File: src/rtl/pong_pkg.sv
// pong_pkg: screen geometry, fixed-point field positions and renderer state/snapshot types.
package pong_pkg;
  localparam int SCREEN_COLS = 128;
  localparam int SCREEN_PAGES = 8;
  localparam int FRAME_BYTES = 1024;
  localparam int X_INT_MSB = 10;
  localparam int X_INT_LSB = 4;
  localparam int Y_INT_MSB = 9;
  localparam int Y_INT_LSB = 4;
  typedef enum logic {LATCH, STREAM} state_t;
  typedef struct packed {
    logic [6:0] bx;
    logic [5:0] by;
    logic [5:0] pl;
    logic [5:0] pr;
  } snap_t;
  // 8-bit bounds keep lo+len from wrapping for every legal position
  function automatic logic in_span(logic [7:0] v, logic [7:0] lo, logic [7:0] len);
    return v >= lo && v < lo + len;
  endfunction
endpackage

File: src/rtl/column_byte_render.sv
// column_byte_render: combinational 8-row pixel byte for one (page, col) of the ball/paddle scene.
module column_byte_render import pong_pkg::*; #(
  parameter int BALL_SIZE = 2,
  parameter int PADDLE_H = 12,
  parameter int PADDLE_L_COL = 2,
  parameter int PADDLE_R_COL = 125
) (
  input  logic [2:0] page,
  input  logic [6:0] col,
  input  snap_t      snap,
  output logic [7:0] data
);
  localparam logic [7:0] BS = 8'(BALL_SIZE);
  localparam logic [7:0] PH = 8'(PADDLE_H);
  logic [7:0] c;
  logic ball_col, l_col, r_col;
  assign c = {1'b0, col};
  assign ball_col = in_span(c, {1'b0, snap.bx}, BS);
  assign l_col = c == 8'(PADDLE_L_COL);
  assign r_col = c == 8'(PADDLE_R_COL);
  for (genvar i = 0; i < 8; i++) begin : g_bit
    logic [7:0] r;
    assign r = {2'b0, page, 3'(i)};
    assign data[i] = (ball_col && in_span(r, {2'b0, snap.by}, BS)) ||
                     (l_col && in_span(r, {2'b0, snap.pl}, PH)) ||
                     (r_col && in_span(r, {2'b0, snap.pr}, PH));
  end
endmodule

File: src/rtl/oled_frame_renderer.sv
// oled_frame_renderer: snapshots object positions per frame and streams the page-major frame bytes.
module oled_frame_renderer import pong_pkg::*; #(
  parameter int BALL_SIZE = 2,
  parameter int PADDLE_H = 12,
  parameter int PADDLE_L_COL = 2,
  parameter int PADDLE_R_COL = 125
) (
  input  logic        clk,
  input  logic        rst,
  input  logic [10:0] ball_x,
  input  logic [9:0]  ball_y,
  input  logic [5:0]  paddle_l_y,
  input  logic [5:0]  paddle_r_y,
  output logic [7:0]  out_data,
  output logic        out_valid,
  input  logic        out_ready,
  output logic        out_first,
  output logic        out_last
);
  localparam int COL_W = $clog2(SCREEN_COLS);
  localparam int PAGE_W = $clog2(SCREEN_PAGES);
  localparam logic [9:0] LAST = 10'(FRAME_BYTES - 1);
  state_t state;
  logic [9:0] idx, nidx;
  snap_t snap, live, src;
  logic [7:0] next_byte;
  logic hs;
  logic unused_frac;
  assign unused_frac = ^{ball_x[X_INT_LSB-1:0], ball_y[Y_INT_LSB-1:0]};
  assign live = {ball_x[X_INT_MSB:X_INT_LSB], ball_y[Y_INT_MSB:Y_INT_LSB], paddle_l_y, paddle_r_y};
  // in LATCH byte 0 is rendered from the live inputs being captured this cycle
  assign src = state == LATCH ? live : snap;
  assign nidx = state == LATCH ? '0 : idx + 10'd1;
  assign hs = out_valid & out_ready;
  column_byte_render #(
    .BALL_SIZE(BALL_SIZE), .PADDLE_H(PADDLE_H),
    .PADDLE_L_COL(PADDLE_L_COL), .PADDLE_R_COL(PADDLE_R_COL)
  ) u_render (
    .page(nidx[COL_W+PAGE_W-1:COL_W]),
    .col(nidx[COL_W-1:0]),
    .snap(src),
    .data(next_byte)
  );
  always_ff @(posedge clk) begin
    if (rst) begin
      state <= LATCH;
      idx <= '0;
      snap <= '0;
      out_data <= '0;
      out_valid <= 1'b0;
      out_first <= 1'b0;
      out_last <= 1'b0;
    end else if (state == LATCH) begin
      state <= STREAM;
      snap <= live;
      idx <= '0;
      out_data <= next_byte;
      out_valid <= 1'b1;
      out_first <= 1'b1;
      out_last <= 1'b0;
    end else if (hs && idx == LAST) begin
      state <= LATCH;
      idx <= '0;
      out_valid <= 1'b0;
      out_first <= 1'b0;
      out_last <= 1'b0;
    end else if (hs) begin
      idx <= nidx;
      out_data <= next_byte;
      out_first <= 1'b0;
      out_last <= nidx == LAST;
    end
  end
endmodule

File: config.mk
export PLATFORM = sky130hd
export DESIGN_NAME = oled_frame_renderer
export DESIGN_NICKNAME = d
export VERILOG_FILES = /design/src/rtl/pong_pkg.sv /design/src/rtl/column_byte_render.sv /design/src/rtl/oled_frame_renderer.sv
export SDC_FILE = /design/constraint.sdc
export NUM_CORES = 1
export LEC_CHECK = 0
export ABC_AREA = 1
export BUFFER_PORTS_ARGS = -buffer_cell sky130_fd_sc_hd__buf_2
export CAP_MARGIN = 40
export CORE_MARGIN = 2
export CORE_UTILIZATION = 35
export CTS_BUF_LIST = sky130_fd_sc_hd__clkbuf_8
export DETAILED_ROUTE_END_ITERATION = 12
export PLACE_DENSITY_LB_ADDON = 0.08
export SLEW_MARGIN = 15
export SYNTH_ARGS = -nofsm -noshare
export SYNTH_HDL_FRONTEND = slang
export SYNTH_SLANG_ARGS = --single-unit
File: constraint.sdc
create_clock -name clk -period 2.5 [get_ports clk]
set_input_delay 0.125 -clock clk [delete_from_list [all_inputs] [get_ports clk]]
set_output_delay 0.125 -clock clk [all_outputs]
set_load 0.02 [all_outputs]
==> impl_metrics.csv <==
group,metric,value,unit
logic_synthesis,synth.cell_area,4299,um^2
layout,fin_nets,857,
sta,slew_violations,0,
setup_path,cp.arrival,2.74,ns
global_routing,track_usage,18.44,%
route,route.met3.wl,334,um
setup_path,worstSetupStartpointType,"flip-flop",
logic_synthesis,seq_area_frac_synth,21.89,%
clock_tree,cts.sinks,47,
power_and_ir_drop,power-per-cell-area,366.8,nW/um^2
route,met1Wirelength,5819,um
sta,skew,0.01063,ns
worst_hold_path,hp-start,"ball_x[7]",
sta,maxSlewHeadroom,54.06,%
setup_path,cp-end-kind,"flip-flop",
logic_synthesis,ys_ff_latch,47,
logic_synthesis,synth.distinct_cells,41,
worst_hold_path,hp-class,"input port to flip-flop",
route,vias,4365,
route,drt_iter0_drc,244,
status,status,"finished with violations",
logic_synthesis,yosysTopAreaCell,"dfxtp_1",
route,wire_per_inst,12.78,um
die,pin_count,47,
sta,post-route-min-period,2.517,ns
setup_path,required,2.72,ns
setup_path,r2r-start,"idx[0]$_SDFFE_PP0P_",
logic_synthesis,synth_edf_count,0,
clock_tree,cts-root-buf,"clkbuf_8",
layout,fin_area,5439,um^2
layout,final_layout_size_suffix_gt1_share,29.12,%
global_routing,grt_start_max_net_pins,30,
setup_path,worstPathCellList,"ha_2 -> nand2_2 -> nor2_4 -> a31o_2 -> nand3_2 -> inv_4 -> ha_1 -> nand2_1 -> inv_1 -> a21oi_2 -> nand2_1 -> nand2_1 -> inv_1 -> o21ai_1 -> nor2_1 -> nor2_1 -> a21oi_1",
logic_synthesis,synth_area_leaders,"dfxtp_1, nand2_1, ha_1",
sta,hold_viol,0,
power_and_ir_drop,vdd_drop_max,282.7,uV
global_routing,antenna_found_initial,0,
global_routing,grt_pass1_vias,4217,
die,dieArea,13190,um^2
die,fp-row-count,40,
route,vias_per_cell,4.729,
placed_design,place.gp.congestion,0.8986,
setup_path,worstReg2RegEnd,"out_data[2]$_SDFFE_PP0P_",
logic_synthesis,synth_top_area_share,21.89,%
route,topRoutingLayerUsed,"met4",
logic_synthesis,yosysWarnings,0,
worst_hold_path,min_path_cells,3,
setup_path,rrSetupSlack,-0.02,ns
clock_tree,ctsLongestPathBuffers,2,
logic_synthesis,syn_nets,754,
worst_hold_path,min_to,"snap[21]$_SDFF_PP0_",
placed_design,place_hpwl,9155,um
setup_path,worst-r2r-cell-count,17,
die,die_h,114.8,um
sta,rsz0062_at_grt,"true",
clock_tree,numCtsBuffers,5,
power_and_ir_drop,p_leak,2.847,nW
logic_synthesis,syn_avg_cell_area,6.398,um^2
clock_tree,clk_pin_slew,0.10,ns
layout,final_common_cell,"nand2_1",
logic_synthesis,synth_ff_type,"dfxtp_1",
die,dieWidth,114.8,um
sta,fmax,397.2,MHz
global_routing,grt_first_pass_wirelength,19510,um
setup_path,crit_fanout,5,
layout,fill_cells,1286,
sta,worstMarginPinSlew,0.6891,ns
route,firstDrtPassIters,6,
route,antenna_left,0,
setup_path,critPathTopFamily,"simple AND/OR/NAND/NOR gates",
layout,finish.utilization,45.28,%
layout,final_cell_mix,"nand2_1, nor2_1, inv_1",
setup_path,crit_type,"flip-flop to flip-flop",
sta,worst_slack,-0.01742,ns
flow_run,max-cap-violations,0,
placed_design,placement.io_buffers,38,
sta,setup_viol,2,
layout,antenna_cells,0,
layout,syn2layout_area_growth,26.51,%
sta,post-route-period-util,100.7,%
route,wl_met2,5488,um
logic_synthesis,synthCells,672,
die,start_util,35.79,%
route,routed_wl,11790,um
clock_tree,cts_tree,"built",
setup_path,crit_path_frequent_cell,"nand2_1",
clock_tree,ctsHoldBuffers,0,
sta,final.setup.tns,-0.02651,ns
logic_synthesis,async_flop_share,0,%
setup_path,crit_slowest_cell,"dfxtp_4",
setup_path,max_stage_delay,0.39,ns
status,violations,"setup timing",
clock_tree,cts_htree_levels,2,
die,coreArea,12010,um^2
clock_tree,insertion_delay,0.33,ns
setup_path,crit_buf_inv,3,
placed_design,placed_cell_area,5095,um^2
global_routing,overflow,0,
route,drc,0,
==> stage by stage <==
step,hold WS (ns),power (mW),cells,setup WS (ns)
6_report,0.03631,1.995,923,-0.01742
5_1_grt,0.04263,2.138,923,-0.2076
4_1_cts,0.02627,1.996,918,-0.003943
3_5_place_dp,0.3869,1.460,908,-0.08233
3_3_place_gp,0.3799,1.454,908,-0.03452
2_1_floorplan,0.2742,1.274,672,-0.04604
==> worst max path at each step <==
stage,start,endpoint,slack (ns),cells past startpoint
6_report,idx[0]$_SDFFE_PP0P_,out_data[2]$_SDFFE_PP0P_,-0.02,17
5_1_grt,idx[2]$_SDFFE_PP0P_,out_data[0]$_SDFFE_PP0P_,-0.21,18
4_1_cts,idx[1]$_SDFFE_PP0P_,out_data[2]$_SDFFE_PP0P_,-0.004,15
3_5_place_dp,idx[0]$_SDFFE_PP0P_,out_data[2]$_SDFFE_PP0P_,-0.08,17
3_3_place_gp,state$_SDFF_PP0_,out_data[5]$_SDFFE_PP0P_,-0.03,16
2_1_floorplan,state$_SDFF_PP0_,out_data[1]$_SDFFE_PP0P_,-0.05,19
==> where the power goes <==
part | internal, mW | switching [mW]
Clock | 0.198 | 0.306
Sequential | 0.783 | 0.0132
Combinational | 0.278 | 0.417
Total | 1.26 | 0.736
==> area by class of cell <==
cell class / instances / area (um^2) / area share [%]
multi-input combinational: 523 / 3102 / 57.03
sequential: 47 / 953.4 / 17.53
timing repair buffer: 110 / 777.0 / 14.29
inverter: 88 / 332.8 / 6.119
tap: 147 / 183.9 / 3.382
clock buffer: 5 / 68.82 / 1.265
clock inverter: 3 / 21.27 / 0.3911
==> tightest hold or removal path: cells and delay by family <==
family / cells / cell delay (ns)
buf+inv: 1 / 0.08
simple gates: 1 / 0.07
compound gates: 1 / 0.06
==> cells in the mapped netlist (3+ instances only) <==
| library cell | instances |
|---|---|
| nor2_2 | 11 |
| nand3_1 | 44 |
| a21oi_1 | 32 |
| dfxtp_1 | 47 |
| o21a_1 | 3 |
| or2_2 | 3 |
| a21o_1 | 5 |
| xor2_1 | 7 |
| inv_2 | 5 |
| nand3_2 | 5 |
| o21ai_2 | 8 |
| buf_6 | 5 |
| o21bai_1 | 4 |
| nor2_1 | 109 |
| nor2_4 | 3 |
| nand4_1 | 9 |
| inv_1 | 82 |
| ha_1 | 44 |
| nand2_1 | 170 |
| clkbuf_1 | 4 |
| xnor2_1 | 4 |
| o21ai_1 | 8 |
| o21ai_0 | 19 |
| nand3b_1 | 4 |
| nand2_2 | 16 |
==> repair_timing <==
item                                   4_1_cts  5_1_grt
pin swaps                                    7       16
gates cloned                                 0        1
resized for setup                           25       34
setup endpoints to repair                    8        8
endpoints found under the hold margin        0        0
buffers inserted                             2        4
==> registers in the layout, summed over array words and instances, names as in the netlist <==
register   flops
snap          25
out_valid      1
out_first      1
state          1
out_last       1
out_data       8
idx           10
==> per-layer routing <==
layer / vias up / GRT usage [%]
met4: 0 / 5.141
met5: - / 0
met1: 1959 / 23.93
li1: 2336 / -
met3: 11 / 3.057
met2: 59 / 31.68
==> logic make-up after synthesis <==
group	Yosys count	share of synthesized area, %
DFF	47	21.89
AOI/OAI and AO/OA	84	11.70
buffers and inverters	102	10.59
adders and majority gates	46	13.74
and+or+nand+nor	382	39.84
xor gates and xnor gates	11	2.241
Power figures use the tool's default switching activity.
